===== src/rtl/addsub_pkg.sv =====
// Shared definitions for the add/subtract accumulator: FSM encodings, opcodes
// and the two's-complement overflow rule used on the core result.
package addsub_pkg;

    typedef enum logic [1:0] {
        ST_IDLE = 2'd0,
        ST_EXEC = 2'd1,
        ST_DONE = 2'd2
    } state_t;

    localparam logic OP_ADD = 1'b0;
    localparam logic OP_SUB = 1'b1;

    // Signed overflow from operand and result sign bits. A subtract is an add
    // of ~B, so its operands must differ in sign for the result to overflow.
    function automatic logic ovf_detect(
        input logic a_msb,
        input logic b_msb,
        input logic s_msb,
        input logic op
    );
        logic same_sign;
        same_sign = (op == OP_ADD) ? (a_msb == b_msb) : (a_msb != b_msb);
        return same_sign && (s_msb != a_msb);
    endfunction

endpackage


===== src/rtl/addsub_core.sv =====
// Generic N-bit combinational adder-subtractor: s = a + b or a + ~b + 1.
// cout is bit N of the internal sum, so on subtract it reads 1 = no borrow.
module addsub_core
    import addsub_pkg::*;
#(
    parameter int N = 12
) (
    input  logic [N-1:0] a,
    input  logic [N-1:0] b,
    input  logic         op,
    output logic [N-1:0] s,
    output logic         cout
);

    logic [N-1:0] b_eff;
    logic [N:0]   sum;

    assign b_eff = (op == OP_SUB) ? ~b : b;
    assign sum   = {1'b0, a} + {1'b0, b_eff} + {{N{1'b0}}, op};
    assign s     = sum[N-1:0];
    assign cout  = sum[N];

endmodule


===== src/rtl/addsub_accumulator.sv =====
// Accumulator stage around addsub_core. A command is accepted over a
// valid/ready handshake, executed for one cycle against the accumulator, and
// the result is published with carry, overflow and sticky-overflow flags.
module addsub_accumulator
    import addsub_pkg::*;
#(
    parameter int N = 12
) (
    input  logic         clk,
    input  logic         rst_n,
    input  logic         in_valid,
    output logic         in_ready,
    input  logic [N-1:0] in_data,
    input  logic         in_op,
    input  logic         in_clr,
    output logic [N-1:0] acc,
    output logic         cout,
    output logic         ovf,
    output logic         sticky_ovf,
    output logic         out_valid
);

    state_t       state;
    state_t       state_next;
    logic [N-1:0] b_q;
    logic         op_q;
    logic         clr_q;
    logic         accept;
    logic [N-1:0] core_s;
    logic         core_cout;
    logic         ovf_new;

    addsub_core #(.N(N)) u_core (
        .a    (acc),
        .b    (b_q),
        .op   (op_q),
        .s    (core_s),
        .cout (core_cout)
    );

    assign ovf_new = ovf_detect(acc[N-1], b_q[N-1], core_s[N-1], op_q);
    assign accept  = in_valid && in_ready;

    // State register; reset abandons any in-flight command.
    always_ff @(posedge clk or negedge rst_n) begin
        if (!rst_n) begin
            state <= ST_IDLE;
        end else begin
            state <= state_next;
        end
    end

    // Next state and handshake outputs; in_ready is held low during reset.
    always_comb begin
        state_next = ST_IDLE;
        in_ready   = 1'b0;
        out_valid  = 1'b0;
        case (state)
            ST_IDLE: begin
                in_ready   = rst_n;
                state_next = accept ? ST_EXEC : ST_IDLE;
            end
            ST_EXEC: begin
                state_next = ST_DONE;
            end
            ST_DONE: begin
                in_ready   = rst_n;
                out_valid  = 1'b1;
                state_next = accept ? ST_EXEC : ST_IDLE;
            end
            default: begin
                state_next = ST_IDLE;
            end
        endcase
    end

    // Capture the command operands at accept so later input changes are ignored.
    always_ff @(posedge clk or negedge rst_n) begin
        if (!rst_n) begin
            b_q   <= '0;
            op_q  <= OP_ADD;
            clr_q <= 1'b0;
        end else if (accept) begin
            b_q   <= in_data;
            op_q  <= in_op;
            clr_q <= in_clr;
        end
    end

    // Write back the result and flags at the end of EXEC; clr loads and clears flags.
    always_ff @(posedge clk or negedge rst_n) begin
        if (!rst_n) begin
            acc        <= '0;
            cout       <= 1'b0;
            ovf        <= 1'b0;
            sticky_ovf <= 1'b0;
        end else if (state == ST_EXEC) begin
            if (clr_q) begin
                acc        <= b_q;
                cout       <= 1'b0;
                ovf        <= 1'b0;
                sticky_ovf <= 1'b0;
            end else begin
                acc        <= core_s;
                cout       <= core_cout;
                ovf        <= ovf_new;
                sticky_ovf <= sticky_ovf | ovf_new;
            end
        end
    end

endmodule


===== config.mk =====
export PLATFORM = sky130hd
export DESIGN_NAME = addsub_accumulator
export DESIGN_NICKNAME = d
export VERILOG_FILES = /design/src/rtl/addsub_pkg.sv /design/src/rtl/addsub_core.sv /design/src/rtl/addsub_accumulator.sv
export SDC_FILE = /design/constraint.sdc
export NUM_CORES = 1
export LEC_CHECK = 0
export CORE_UTILIZATION = 63
export DETAILED_ROUTE_END_ITERATION = 10
export DONT_BUFFER_PORTS = 1
export PLACE_DENSITY_LB_ADDON = 0.25
export SYNTH_ARGS = -nofsm -noshare
export SYNTH_HDL_FRONTEND = slang
export SYNTH_HIERARCHICAL = 1
export SYNTH_SLANG_ARGS = --single-unit
export TNS_END_PERCENT = 20

===== constraint.sdc =====
create_clock -name clk -period 3.3 [get_ports clk]
set_clock_uncertainty 0.1 [all_clocks]
set_input_delay 0.66 -clock clk [delete_from_list [all_inputs] [get_ports clk]]
set_output_delay 0.66 -clock clk [all_outputs]
set_load 0.02 [all_outputs]

# --- After elaboration in Yosys (flattened, before gate mapping) ---
# Index checks and enable logic that the tools add are counted.
word_totals:
  register_bits: 31
  in_bits: 17
  output_inout_bits: 17
classes:
  n_addsub: 2
  eq_ne: 5
  mux: 10
  bitwise_logic: 2
  reduce_logical: 4
op_table:
  columns: ["cell", "count"]
  rows:
  - ["$mux 12", 2]
  - ["$add 12x12->13", 1]
  - ["$add 13x1->13", 1]
  - ["$not 12->12", 1]
  - ["$mux 1", 7]
  - ["$pmux 2 s2", 1]
  - ["$eq 2x1->1 const B", 1]
  - ["$eq 2x2->1 const B", 1]
  - ["$logic_and 1x1->1", 2]
  - ["$logic_not 2->1", 1]
  - ["$ne 1x1->1", 2]
  - ["$reduce_or 2->1", 1]
  - ["$eq 1x1->1", 1]
  - ["$or 1x1->1", 1]

# --- Depth between registers and ports, before layout ---
logic_depth:
  depth_word: 8
  mapped_depth: 11
  ltp_nobuf: 10

# --- Hierarchy ---
# The synthesis kept the hierarchy.
modules_own_cells:
  columns: ["mod", "n_inst", "cells_each", "area_per_inst_um2", "seq_area_each_um2"]
  rows:
  - ["addsub_accumulator", 1, 105, 1356.3, 775.7]
  - ["addsub_core", 1, 88, 680.7, 0.0]

# --- Worst setup path after synthesis ---
# No wires, ideal clock.
synth_path:
  path_kind: "flip-flop to flip-flop"
  startpoint: "register op_q"
  endpoint: "register sticky_ovf"
  arrival_ps: 2487
  required_ps: 3069
  setup_slack_ps: 582
  path_stages_with_launch: 12
  path_buffers: 1
  period_less_slack_ps: 2718
  path_cell_list: "dfrtp_1 buf_2 xor2_1 ha_1 a21oi_1 o21ai_2 a2111oi_4 o221ai_1 xor2_1 nor2b_1 mux2i_1 a21boi_0"
synth_via:
  elab_chain_len: 7
synth_rtl:
  columns: ["element", "line_no", "text"]
  rows:
  - ["from (decl)", "addsub_accumulator.sv:26", "logic op_q;"]
  - ["from (signal assigned)", "addsub_accumulator.sv:85", "op_q <= in_op;"]
  - ["$mux 12", "addsub_core.sv:18", "assign b_eff = (op == OP_SUB) ? ~b : b;"]
  - ["$add 12x12->13", "addsub_core.sv:19", "assign sum = {1'b0, a} + {1'b0, b_eff} + {{N{1'b0}}, op};"]
  - ["$add 13x1->13 *", "addsub_core.sv:19", null]
  - ["via core_s[11]", "addsub_accumulator.sv:29", "logic [N-1:0] core_s;"]
  - ["$ne 1x1->1 *", "addsub_pkg.sv:24", "return same_sign && (s_msb != a_msb);"]
  - ["$logic_and 1x1->1 *", "addsub_pkg.sv:24", null]
  - ["$or 1x1->1 *", "addsub_accumulator.sv:107", "sticky_ovf <= sticky_ovf | ovf_new;"]
  - ["$mux 1 *", "addsub_accumulator.sv:98", "if (clr_q) begin"]
  - ["to (signal assigned)", "addsub_accumulator.sv:107", null]
  - ["to (decl)", "addsub_accumulator.sv:19", "output logic sticky_ovf,"]
# Mark *: on every way through the listed nets, which the timed path passes. The rest lies on a longest branch.
# A chain may end at the register's enable or synchronous reset.

# --- Final worst setup path ---
layout_path:
  startpoint: "register op_q"
  endpoint: "register ovf"
layout_via:
  elab_chain_len: 6
layout_rtl:
  columns: ["element", "line_no", "text"]
  rows:
  - ["$mux 12", "addsub_core.sv:18", null]
  - ["$add 12x12->13", "addsub_core.sv:19", null]
  - ["$add 13x1->13 *", "addsub_core.sv:19", null]
  - ["via core_s[11]", "addsub_accumulator.sv:29", null]
  - ["$ne 1x1->1 *", "addsub_pkg.sv:24", null]
  - ["$logic_and 1x1->1 *", "addsub_pkg.sv:24", null]
  - ["$mux 1 *", "addsub_accumulator.sv:98", null]
  - ["to (signal assigned)", "addsub_accumulator.sv:106", "ovf <= ovf_new;"]
  - ["to (decl)", "addsub_accumulator.sv:18", "output logic ovf,"]
# Marks and branches as above.

==> metrics.md <==
| Metric | Value |
|---|---|
| Status | `complete, no violations` |
| Logic pwr share | `0.555` |
| Critical Path RT | `3.44 ns` |
| Setup crit end kind | `register` |
| Worst EP arrival | `2.94 ns` |
| Crit path time final | `2.798 ns` |
| Syn. warnings | `6` |
| H-tree depth | `2` |
| Pwr per Cell Area | `1031 nW/um2` |
| Post-CTS setup buffers | `0` |
| Vias in the first global route | `1,515` |
| Synth cell count leaders | `dfrtp_1 (31), nand2_1 (18), o21ai_0 (17)` |
| Reg-to-reg slack, setup | `0.50 ns` |
| Primary FF master, synth | `dfrtp_1` |
| Antenna diodes | `0` |
| FMAX | `357.5 MHz` |
| Post-synthesis cell count | `193` |
| FF-to-FF Start | `op_q` |
| Slew headroom | `0.3445` |
| Slowest cell on the critical path | `dfrtp_1` |
| Fillers | `244` |
| Clk buf depth | `2` |
| Sequential power share | `0.329` |
| Cell internal pwr | `0.001183 W` |
| Setup violations, final | `0` |
| Vias per Instance | `6.104` |
| Post-synth EDFFs | `0` |
| Site Rows | `20` |
| #FFs+latches synth | `31` |
| TritonCTS Buffers | `5` |
| Wire length per cell | `17.25 um` |
| Register area share after synthesis | `0.3808` |
| Maximum VDD drop | `0.5637 mV` |
| Crit path launch type | `register` |
| WL final | `4.140 mm` |
| Area fraction of the dominant cell type after synthesis | `0.3808` |
| Worst Slack Setup Final | `0.5024 ns` |
| First-pass GRT wire length | `6.796 mm` |
| Post-synthesis cell area | `2037 um2` |
| Most frequent CP cell | `xor2_1` |
| Critical R2R Capture | `ovf` |
| Largest area contributor in the netlist | `dfrtp_1` |
| Die Footprint | `3465 um2` |
| CTS tree | `done` |
| Grt ovf | `0` |
| Clock Sink Count | `31` |
| Syn Area/Cell | `10.55 um2` |
| Top delay family on crit path | `compound AO/OA/AOI/OAI gates` |
| Post-CTS sizing | `0` |
| Setup CP Type | `register to register` |
| Worst skew pair latency | `0.34 ns` |
| Slew Viols, Final | `0` |
| TritonRoute pass-1 iters | `4` |
| Initial cell density of the core | `0.6672` |
| Clock slew at reported path FFs | `0.09 ns` |
| Initial antenna violation count | `0` |
| Residual DRC | `0` |
| Antenna-violating nets left | `0` |
| Port bufs | `0` |
| R2R depth | `10` |
| Worst slew pin tran | `0.9832 ns` |
| Io pins | `34` |
| Post-layout util | `0.7020` |
| Via count | `1,465` |
| Cells along the critical path | `buf_4, xor2_1, ha_1, and3_1, o2111ai_1, o221ai_1, xor2_1, nor2b_1, mux2i_1, o31ai_1` |
| RePlAce Congestion | `0.8585` |
| CP Max Fanout | `10` |
| Max Cap Violations | `0` |
| Switching Share | `0.4645` |
| Final worst-path cycle share | `0.8478` |
| Pwr Total | `0.002209 W` |
| HPWL after DPL | `2.883 mm` |
| Iter 0 DRT Violations | `86` |
| Cell variety after synth | `40` |
| # placed instances | `231` |
| Area grow syn2layout | `5.221%` |
| Hold WC Path Type | `primary input to asynchronous set/reset pin` |
| Syn Nets | `222` |
| Final setup TNS | `0 ns` |
| Worst path bufs/invs | `1` |
| Die W | `58.86 um` |
| Area contributors post-synth | `dfrtp_1 (38%), mux2i_1 (7.4%), xor2_1 (6.9%), ha_1 (6.8%), mux2_4 (6.6%)` |
| Final #Nets | `224` |
| GRT Util Overall | `0.2709` |
| CP peak stage delay | `0.45 ns` |
| Share of layout cells above drive strength 1 | `0.1480` |
| Psw | `0.001026 W` |
| Clock Power Share | `0.116` |
| Async S/R FF share, synth | `1.000` |
| CTS root buf | `clkbuf_4` |
| Top-count cell post-synth | `dfrtp_1` |
| DP Worst Slack | `0.5220 ns` |
| Final Hold Fails | `0` |
| Die H | `58.86 um` |
| Core area | `3053 um2` |
| Largest net degree at the start of global routing | `32` |
| Final Non-Filler Cells | `240` |
| RSZ-0062 raised after global routing | `false` |
| P_leak | `1.041 nW` |
placed cells by master (no fill, tap or decap), types with 3 or more instances in the layout:
cell type  instances
dfrtp_1           31
nand2_1           18
o21ai_0           17
xor2_1            16
mux2i_1           15
ha_1              11
mux2_4             9
inv_1              8
a21oi_1            8
nor2b_1            5
xnor2_1            5
mux2_2             5
clkbuf_4           5
nor2_1             4
nor3_1             4
a31oi_1            3
state kept, by name, summed over array words and instances, names as in the netlist:
register,cells
acc,12
b_q,12
state,2
clr_q,1
cout,1
op_q,1
ovf,1
sticky_ovf,1
worst reg2reg max path: cells and delay by family, from the launching register on:
family	cells	cell delay [ns]
AND/OR/NAND/NOR	2	0.43
flip-flops	1	0.45
adder cells (fa/ha/maj)	1	0.40
AO/OA/AOI/OAI	3	0.56
buffers and inverters	1	0.23
multiplexers	1	0.10
XOR/XNOR	2	0.44
routing by layer:
metal	vias up	global-route usage	share of wire
li1	691	-	-
met1	713	0.3102	0.41
met2	47	0.4562	0.51
met3	14	0.06374	0.051
met4	0	0.1667	0.033
met5	-	0	0
cells by family after synthesis:
| logic type | count (synthesis) | share of synthesized area |
|---|---|---|
| and+or+nand+nor | 41 | 0.1013 |
| AOI/OAI and AO/OA | 43 | 0.1388 |
| buffers and inverters | 15 | 0.03685 |
| xor gates and xnor gates | 21 | 0.09029 |
| adders and majority gates | 12 | 0.07739 |
| muxes | 30 | 0.1744 |
| DFF | 31 | 0.3808 |
final cells by class:
type | count | area [um2] | share of cell area
inverters | 8 | 30.03 | 0.01401
well taps | 44 | 55.05 | 0.02569
repair buffers | 2 | 27.53 | 0.01284
clock buffers | 8 | 68.82 | 0.03211
multi-input cells | 147 | 1186 | 0.5534
flip-flops and latches | 31 | 775.7 | 0.3619
repair_timing:
action,CTS,global route
endpoints found under the setup margin,0,0
endpoints found under the hold margin,31,0
hold buffers,1,0
worst max-delay path by stage:
stage	from	to	slack [ns]	cells after the start
final	op_q	ovf	0.50	10
after global routing	op_q	ovf	0.32	10
after CTS	op_q	ovf	0.52	10
after detailed placement	op_q	ovf	0.52	10
after global placement	op_q	ovf	0.68	10
after floorplan	op_q	sticky_ovf	0.58	11
power by group through the flow:
stage	clock (W)	combinational, W	sequential [W]
floorplan	0	0.00101	0.000685
global placement	0	0.00112	0.000728
detailed placement	0	0.00118	0.000734
CTS	0.000261	0.00121	0.000728
global route	0.000278	0.00136	0.000744
finish	0.000256	0.00123	0.000726
through the flow:
step | hold slack, ns | instance area, um2
global route | 0.02095 | 2143
floorplan | 0.2644 | 2037
detailed placement | 0.2652 | 2054
finish | 0.03051 | 2143
CTS | 0.03258 | 2143
global placement | 0.2650 | 2054
Power figures use the tool's default switching activity.
